<file path="src/rtl/cop0_exception_sequencer.sv">
// COP0 exception-entry / ERET sequencer: walks a fixed read-modify-write order
// over EPC, BadVAddr, Cause and Status, then issues a one-cycle PC redirect.
module cop0_exception_sequencer #(
  parameter logic [11:0] VEC_OFFSET = 12'h180
) (
  input  logic        clk,
  input  logic        reset,
  input  logic        exc_valid,
  input  logic [4:0]  exc_code,
  input  logic [31:0] exc_pc,
  input  logic        exc_bd,
  input  logic [31:0] exc_badvaddr,
  input  logic        exc_badvaddr_valid,
  input  logic        eret_valid,
  output logic        req_ready,
  output logic        busy,
  output logic        cop0_we,
  output logic [4:0]  cop0_write_rd,
  output logic [2:0]  cop0_write_sel,
  output logic [31:0] cop0_din,
  output logic [4:0]  cop0_read_rd,
  output logic [2:0]  cop0_read_sel,
  input  logic [31:0] cop0_dout,
  output logic        redirect_valid,
  output logic [31:0] redirect_pc
);

  localparam logic [4:0] RD_BADVADDR = 5'd8;
  localparam logic [4:0] RD_STATUS   = 5'd12;
  localparam logic [4:0] RD_CAUSE    = 5'd13;
  localparam logic [4:0] RD_EPC      = 5'd14;
  localparam logic [4:0] RD_EBASE    = 5'd15;
  localparam logic [4:0] RD_ERROREPC = 5'd30;

  typedef enum logic [3:0] {
    S_IDLE,
    S_X_CHK,
    S_X_EPC,
    S_X_BVA,
    S_X_CAUSE,
    S_X_STATUS,
    S_X_VEC,
    S_REDIR,
    S_E_CHK,
    S_E_TGT,
    S_E_CLR
  } state_t;

  state_t      state_q, state_d;
  logic [4:0]  exc_code_q, exc_code_d;
  logic [31:0] exc_pc_q, exc_pc_d;
  logic        exc_bd_q, exc_bd_d;
  logic [31:0] exc_badvaddr_q, exc_badvaddr_d;
  logic        exc_bva_valid_q, exc_bva_valid_d;
  logic        exl_q, exl_d;
  logic        erl_q, erl_d;
  logic [31:0] redirect_pc_q, redirect_pc_d;

  always_ff @(posedge clk or negedge reset) begin
    if (!reset) begin
      state_q         <= S_IDLE;
      exc_code_q      <= '0;
      exc_pc_q        <= '0;
      exc_bd_q        <= 1'b0;
      exc_badvaddr_q  <= '0;
      exc_bva_valid_q <= 1'b0;
      exl_q           <= 1'b0;
      erl_q           <= 1'b0;
      redirect_pc_q   <= '0;
    end else begin
      state_q         <= state_d;
      exc_code_q      <= exc_code_d;
      exc_pc_q        <= exc_pc_d;
      exc_bd_q        <= exc_bd_d;
      exc_badvaddr_q  <= exc_badvaddr_d;
      exc_bva_valid_q <= exc_bva_valid_d;
      exl_q           <= exl_d;
      erl_q           <= erl_d;
      redirect_pc_q   <= redirect_pc_d;
    end
  end

  always_comb begin
    state_d         = state_q;
    exc_code_d      = exc_code_q;
    exc_pc_d        = exc_pc_q;
    exc_bd_d        = exc_bd_q;
    exc_badvaddr_d  = exc_badvaddr_q;
    exc_bva_valid_d = exc_bva_valid_q;
    exl_d           = exl_q;
    erl_d           = erl_q;
    redirect_pc_d   = redirect_pc_q;
    cop0_we         = 1'b0;
    cop0_write_rd   = '0;
    cop0_write_sel  = '0;
    cop0_din        = '0;
    cop0_read_rd    = '0;
    cop0_read_sel   = '0;
    redirect_valid  = 1'b0;

    case (state_q)
      S_IDLE: begin
        // Exception has priority; a simultaneous ERET stays pending at its source.
        if (exc_valid) begin
          exc_code_d      = exc_code;
          exc_pc_d        = exc_pc;
          exc_bd_d        = exc_bd;
          exc_badvaddr_d  = exc_badvaddr;
          exc_bva_valid_d = exc_badvaddr_valid;
          state_d         = S_X_CHK;
        end else if (eret_valid) begin
          state_d = S_E_CHK;
        end
      end
      S_X_CHK: begin
        cop0_read_rd = RD_STATUS;
        exl_d        = cop0_dout[1];
        state_d      = S_X_EPC;
      end
      S_X_EPC: begin
        if (!exl_q) begin
          cop0_we       = 1'b1;
          cop0_write_rd = RD_EPC;
          cop0_din      = exc_bd_q ? (exc_pc_q - 32'd4) : exc_pc_q;
        end
        state_d = S_X_BVA;
      end
      S_X_BVA: begin
        if (exc_bva_valid_q) begin
          cop0_we       = 1'b1;
          cop0_write_rd = RD_BADVADDR;
          cop0_din      = exc_badvaddr_q;
        end
        state_d = S_X_CAUSE;
      end
      S_X_CAUSE: begin
        cop0_read_rd  = RD_CAUSE;
        cop0_we       = 1'b1;
        cop0_write_rd = RD_CAUSE;
        cop0_din      = {(exl_q ? cop0_dout[31] : exc_bd_q), cop0_dout[30:7],
                         exc_code_q, cop0_dout[1:0]};
        state_d       = S_X_STATUS;
      end
      S_X_STATUS: begin
        cop0_read_rd  = RD_STATUS;
        cop0_we       = 1'b1;
        cop0_write_rd = RD_STATUS;
        cop0_din      = cop0_dout | 32'h0000_0002;
        state_d       = S_X_VEC;
      end
      S_X_VEC: begin
        cop0_read_rd  = RD_EBASE;
        cop0_read_sel = 3'd1;
        redirect_pc_d = {cop0_dout[31:12], VEC_OFFSET};
        state_d       = S_REDIR;
      end
      S_REDIR: begin
        redirect_valid = 1'b1;
        state_d        = S_IDLE;
      end
      S_E_CHK: begin
        cop0_read_rd = RD_STATUS;
        erl_d        = cop0_dout[2];
        state_d      = S_E_TGT;
      end
      S_E_TGT: begin
        cop0_read_rd  = erl_q ? RD_ERROREPC : RD_EPC;
        redirect_pc_d = cop0_dout;
        state_d       = S_E_CLR;
      end
      S_E_CLR: begin
        cop0_read_rd  = RD_STATUS;
        cop0_we       = 1'b1;
        cop0_write_rd = RD_STATUS;
        cop0_din      = erl_q ? (cop0_dout & ~32'h0000_0004)
                              : (cop0_dout & ~32'h0000_0002);
        state_d       = S_REDIR;
      end
      default: state_d = S_IDLE;
    endcase
  end

  assign req_ready   = (state_q == S_IDLE);
  assign busy        = (state_q != S_IDLE);
  assign redirect_pc = redirect_pc_q;

endmodule

</file>
<file path="config.mk">
export PLATFORM = sky130hd
export DESIGN_NAME = cop0_exception_sequencer
export DESIGN_NICKNAME = d
export VERILOG_FILES = /design/src/rtl/cop0_exception_sequencer.sv
export SDC_FILE = /design/constraint.sdc
export NUM_CORES = 1
export LEC_CHECK = 0
export BUFFER_PORTS_ARGS = -buffer_cell sky130_fd_sc_hd__buf_2
export CORE_MARGIN = 1.5
export CORE_UTILIZATION = 56
export CTS_BUF_LIST = sky130_fd_sc_hd__clkbuf_4 sky130_fd_sc_hd__clkbuf_8
export CTS_CLUSTER_DIAMETER = 120
export DETAILED_ROUTE_END_ITERATION = 12
export PLACE_DENSITY = 0.9
export SLEW_MARGIN = 5
export SYNTH_ARGS = -nofsm -noshare
export SYNTH_HDL_FRONTEND = slang
export SYNTH_SLANG_ARGS = --single-unit
</file>
<file path="constraint.sdc">
create_clock -name clk -period 3.5 [get_ports clk]
set_clock_uncertainty 0.05 [all_clocks]
set_input_delay 0.35 -clock clk [delete_from_list [all_inputs] [get_ports clk]]
set_output_delay 0.35 -clock clk [all_outputs]
set_load 0.05 [all_outputs]
</file>
==> results.cfg, run 1 <==
[setup_path]
worstPathRequired_ps = 3100
worst-endpoint-arrival_ps = 2810
reg2reg_depth = 7
path_max_fanout = 13
crit_path_start_kind = flop
crit_path_end_kind = output port
r2r_slack_ps = 930
crit_type = reg2out
reg2reg_to = redirect_pc[13]
r2r_start = state_q[1]

[power]
pwr-share-comb = 0.565
p_total_uw = 7434
power_leakage_uw = 0.003127
p_sw_uw = 3814
peakVddDrop_mv = 0.6015
power_density_nw_per_um2 = 1121
power_frac_clock = 0.103
seq_power_share = 0.332
p_int_uw = 3619
p_sw_frac = 0.5131

[logic_synthesis]
synth_area_leader_cell = dfrtp_1
synth_area_per_cell_um2 = 11.95
yosys_warnings = 0
synth_cell_types = 52
netlist_area_um2 = 5411
synth_seq_cells = 109
synth.top_cell.area_share = 0.5040
synth_seq_area_share = 0.5040
synth_area_leaders = dfrtp_1, mux2_2, xor2_1, a22oi_1, a22o_1
syn_inst = 453

[cts]
htreeDepth = 3
cts.sinks = 109
cts_buffers = 9
cts_tree = built
ctsResizeCount = 0
clockRootBuffer = clkbuf_8
cts_hold_buf = 0
clock_path_buffers = 2
clkLatencyLatePin_ps = 360
post_cts.repair.setup_buffers = 0
clk_pin_slew_worst_paths_ps = 100

[finish]
area_growth_pct = 22.52
final_nets = 739
fin_util = 0.7142
instances_no_fill = 765
fillers = 684
antenna_cells = 0
layout_common_cells = buf_2, dfrtp_1, mux2_2, a22oi_1, xor2_1
layout-drive-gt1-share = 0.4969
mostFrequentLayoutCell = buf_2

[timing]
period_minus_slack_ps = 3211
final-setup-viol-count = 0
finalCritPeriodShare = 0.9174
rsz0062_at_grt = false
relSlewSlack = 0.3112
whs_ps = 98.08
finalSetupTns_ps = 0
tightest_slew_ps = 1033
max_freq_ghz = 0.3114
slew_viol_final = 0
hold_viol = 0

[floorplan]
die_h_um = 101.3
dieArea_um2 = 10260
core_um2 = 9284
ios = 191
die_w_um = 101.3
initial_core_util = 0.5829
rows = 35

[drt]
ant_nets = 0
dr.first_iter.drc_count = 226
wire_per_inst_um = 18.24
vias_per_cell = 5.827
drcViolationCount = 0
totalWireLength_um = 13960
dr_total_vias = 4458
drt_pass1_iterations = 5

[placed_design]
dp_hpwl_um = 10170
gp_congestion = 0.8960
dp.cells = 749
numPortBuffers = 184

[global_route]
gr-total-overflow = 0
grt_max_degree = 84
track_usage = 0.2699
grt_pass1_wl_um = 21500
grt_pass1_vias = 4473
antenna_found_initial = 0

[run_status]
outcome = finished, final reports clean

[min_path]
hold_path_class = in2async

[run]
drv_cap = 0
## kinds of logic (layout without fill, tap and decap cells)
logic type / count (synthesis) / after routing / synth area share
flops: 109 / 109 / 0.5040
simple gates: 91 / 91 / 0.09942
fa+ha+maj: 1 / 1 / 0.002312
xor+xnor: 29 / 29 / 0.04694
other cells: 1 / 6 / 0.0006930
buf+inv: 43 / 221 / 0.04416
compound gates: 87 / 87 / 0.1110
mux: 92 / 92 / 0.1914
## layer usage
metal | vias to the layer above | GRT usage | routed length, um
met5 | - | 0 | 0
met4 | 0 | 0.1111 | 416
met3 | 39 | 0.04831 | 1018
met2 | 219 | 0.4559 | 6848
met1 | 2187 | 0.3455 | 5672
li1 | 2013 | - | -
## power by group through the flow
stage	sequential [uW]	clock, uW	combinational, uW
floorplan	2940	0	2700
global placement	2410	0	4090
detailed placement	2470	0	4190
CTS	2450	782	4200
global route	2540	825	4430
finish	2470	768	4200
## through the flow
| stage | setup WS [ps] | cell area, um^2 |
|---|---|---|
| final | 289.1 | 6630 |
| after global routing | 129.9 | 6630 |
| after CTS | 132.9 | 6628 |
| after detailed placement | 524.4 | 6429 |
| after global placement | 757.4 | 6429 |
| after floorplan | 205.5 | 5430 |
## how the worst max path moves through the flow
| stage | slack [ps] | start | endpoint |
|---|---|---|---|
| global route | 130 | exc_bd_q | cop0_din[19] |
| finish | 290 | exc_bd_q | cop0_din[19] |
| floorplan | 210 | state_q[3] | cop0_din[5] |
| CTS | 130 | state_q[1] | cop0_read_rd[1] |
| detailed placement | 520 | state_q[1] | cop0_read_rd[1] |
| global placement | 760 | exc_bd_q | cop0_din[31] |
## layout make-up
cell class                      count  area (um^2)  area share
Sequential cell                   109         2728      0.4114
Clock buffer                       11        138.9     0.02095
Multi-Input combinational cell    306         2499      0.3769
Inverter                           10        37.54    0.005661
Tap cell                          129        161.4     0.02434
Timing Repair Buffer              195         1006      0.1517
Clock inverter                      5        60.06    0.009058
## cells in the mapped netlist (all sizes together)
library cell	instances
a222oi	4
dfrtp	109
and3	1
or4	3
nand3	6
o311ai	1
nor2	20
nor3	12
o32ai	1
nand2b	4
a31oi	1
o32a	2
a221o	2
nor4b	1
o31a	1
or2	1
a22oi	25
a22o	11
inv	10
or3b	1
nor3b	1
xor2	23
nand2	12
clkbuf	9
o21ai	32
nor4	4
nand4b	4
nand4	8
nor2b	3
nand3b	4
or3	3
ha	1
xnor2	6
and2	3
mux2	92
conb	1
a211oi	1
a21oi	3
o31ai	2
buf	24
o22ai	1
## critical path, stage by stage, from the launching register on
cell	delay, ps
dfrtp_1	490
or3b_1	440
nor4_4	630
nand4b_1	250
xor2_1	190
o21ai_0	160
buf_2	290
## sequential cells by signal (all words and copies together) (netlist names)
register	flops
state_q	4
exl_q	1
erl_q	1
exc_code_q	5
exc_pc_q	32
exc_bva_valid_q	1
exc_badvaddr_q	32
exc_bd_q	1
redirect_pc	32
Note: power is estimated with default switching activity, not from simulation.
==> run 2: changes to the inputs <==
--- a/config.mk
+++ b/config.mk
@@ -11,7 +11,7 @@
 export CTS_BUF_LIST = sky130_fd_sc_hd__clkbuf_4 sky130_fd_sc_hd__clkbuf_8
 export CTS_CLUSTER_DIAMETER = 120
 export DETAILED_ROUTE_END_ITERATION = 12
-export PLACE_DENSITY = 0.9
+export PLACE_DENSITY = 0.86
 export SLEW_MARGIN = 5
 export SYNTH_ARGS = -nofsm -noshare
 export SYNTH_HDL_FRONTEND = slang
==> run 2 against run 1 <==
Against the previous run: hold slack better by 55 ps; die area unchanged; routed wire length decreased by 0.59%; global-route usage is 0.46 points higher; sequential share of layout area about the same; clock power grew 3.9%; final cell count shrank 0.26%; first-iteration DRC count decreased by 1.3%; utilization grew 0.081 points; critical path depth did not move; highest routed layer unchanged; worst setup slack lost 18 ps.
==> results.cfg, run 2 (synthesis results as in run 1) <==
[drt]
totalWireLength_um = 13870
drt_pass1_iterations = 5
vias_per_cell = 5.722
dr_total_vias = 4366
wire_per_inst_um = 18.18
ant_nets = 0
dr.first_iter.drc_count = 223
drcViolationCount = 0

[timing]
finalCritPeriodShare = 0.9224
finalSetupTns_ps = 0
period_minus_slack_ps = 3228
rsz0062_at_grt = false
hold_viol = 0
tightest_slew_ps = 961.4
max_freq_ghz = 0.3098
relSlewSlack = 0.3590
slew_viol_final = 0
final-setup-viol-count = 0

[cts]
clock_path_buffers = 2
cts_tree = built
cts_buffers = 9
clkLatencyLatePin_ps = 370
clockRootBuffer = clkbuf_8
htreeDepth = 3
clk_pin_slew_worst_paths_ps = 110
post_cts.repair.setup_buffers = 0
cts.sinks = 109

[floorplan]
die_w_um = 101.3
ios = 191
die_h_um = 101.3
rows = 35
core_um2 = 9284
dieArea_um2 = 10260
initial_core_util = 0.5829

[power]
p_sw_frac = 0.5134
power_density_nw_per_um2 = 1120
power_leakage_uw = 0.003123
pwr-share-comb = 0.562
seq_power_share = 0.331
p_int_uw = 3618
p_sw_uw = 3818
peakVddDrop_mv = 0.5744
power_frac_clock = 0.107

[placed_design]
dp.cells = 746
dp_hpwl_um = 10150
gp_congestion = 0.8385
numPortBuffers = 184

[finish]
layout-drive-gt1-share = 0.4937
instances_no_fill = 763
mostFrequentLayoutCell = buf_2
fillers = 705
layout_common_cells = buf_2, dfrtp_1, mux2_2, a22oi_1, xor2_1
multiInputGateArea_um2 = 2499
area_growth_pct = 22.66
regArea_um2 = 2728
antenna_cells = 0
final_nets = 737

[run]
drv_cap = 0

[setup_path]
crit_type = reg2out
path_max_fanout = 13
worst-endpoint-arrival_ps = 2830
crit_path_end_kind = output port
worstPathRequired_ps = 3100
crit_path_start_kind = flop

[global_route]
grtUsageMet2 = 0.4636
grt_pass1_wl_um = 21830
antenna_found_initial = 0
use_met3 = 0.05383
grt_pass1_vias = 4514
gr-total-overflow = 0
globalRouteMet1Util = 0.3528
track_usage = 0.2746
grt_max_degree = 72
top_usage_layer = met2

[min_path]
hold_path_class = in2reg

[run_status]
outcome = finished, final reports clean
[run 2: cell types whose count changed in the layout (fill, tap and decap cells not counted), sizes merged]
cell / delta
buf: -3
clkbuf: -1
dlygate4sd3: +1
inv: +1
[run 2: critical path: stages, from the launching register on]
cell	delay (ps)
dfrtp_1	480
or3b_1	440
nor4_4	670
nand4_1	240
xor2_1	200
o21ai_1	130
buf_2	290
[run 2: layout make-up]
cell class / count / area share
clock buffer: 10 / 0.02074
clock inverter: 6 / 0.01037
tap: 129 / 0.02432
sequential: 109 / 0.4109
inverter: 10 / 0.005655
timing repair buffer: 193 / 0.1516
multi-input combinational: 306 / 0.3764
[run 2: metrics by stage]
step	cell area [um^2]	setup WS, ps	hold WS (ps)	power, uW	utilization
after global routing	6638	139.4	131.4	7839	0.7150
final	6638	271.6	152.7	7436	0.7150
after global placement	6419	770.8	381.7	6504	0.6914
after detailed placement	6419	585.5	388.4	6660	0.6914
after floorplan	5430	205.5	4.409	5647	-
after CTS	6635	261.6	145.9	7449	0.7147
[run 2: power by group through the flow]
stage               logic (uW)  registers, uW  clock network [uW]
floorplan                 2700           2940                   0
global placement          4080           2420                   0
detailed placement        4190           2470                   0
CTS                       4200           2440                 805
global route              4430           2550                 862
finish                    4180           2460                 798
[run 2: path summary, 6_finish.rpt]
kind / start / to / slack [ps] / cells past startpoint
worst max register to register: state_q[1] / redirect_pc[12] / 840 / 8
min in group asynchronous: reset / exc_badvaddr_q[6] / 510 / 2
worst min-delay path: exc_badvaddr[17] / exc_badvaddr_q[17] / 150 / 2
worst min register to register: redirect_pc[8] / redirect_pc[8] / 450 / 1
max in group asynchronous: reset / exc_pc_q[11] / 2120 / 3
worst max-delay path: exc_bd_q / cop0_din[23] / 270 / 6
[run 2: timing repair]
action                     4_1_cts  5_1_grt
resized for setup                0        1
setup endpoints to repair        0        1
hold endpoints to repair        33        0
hold buffers                     1        0
[run 2: metal layers]
metal	share of wire	up-vias
met2	0.50	196
met5	0	-
met3	0.066	30
li1	-	2001
met1	0.41	2139
met4	0.023	0
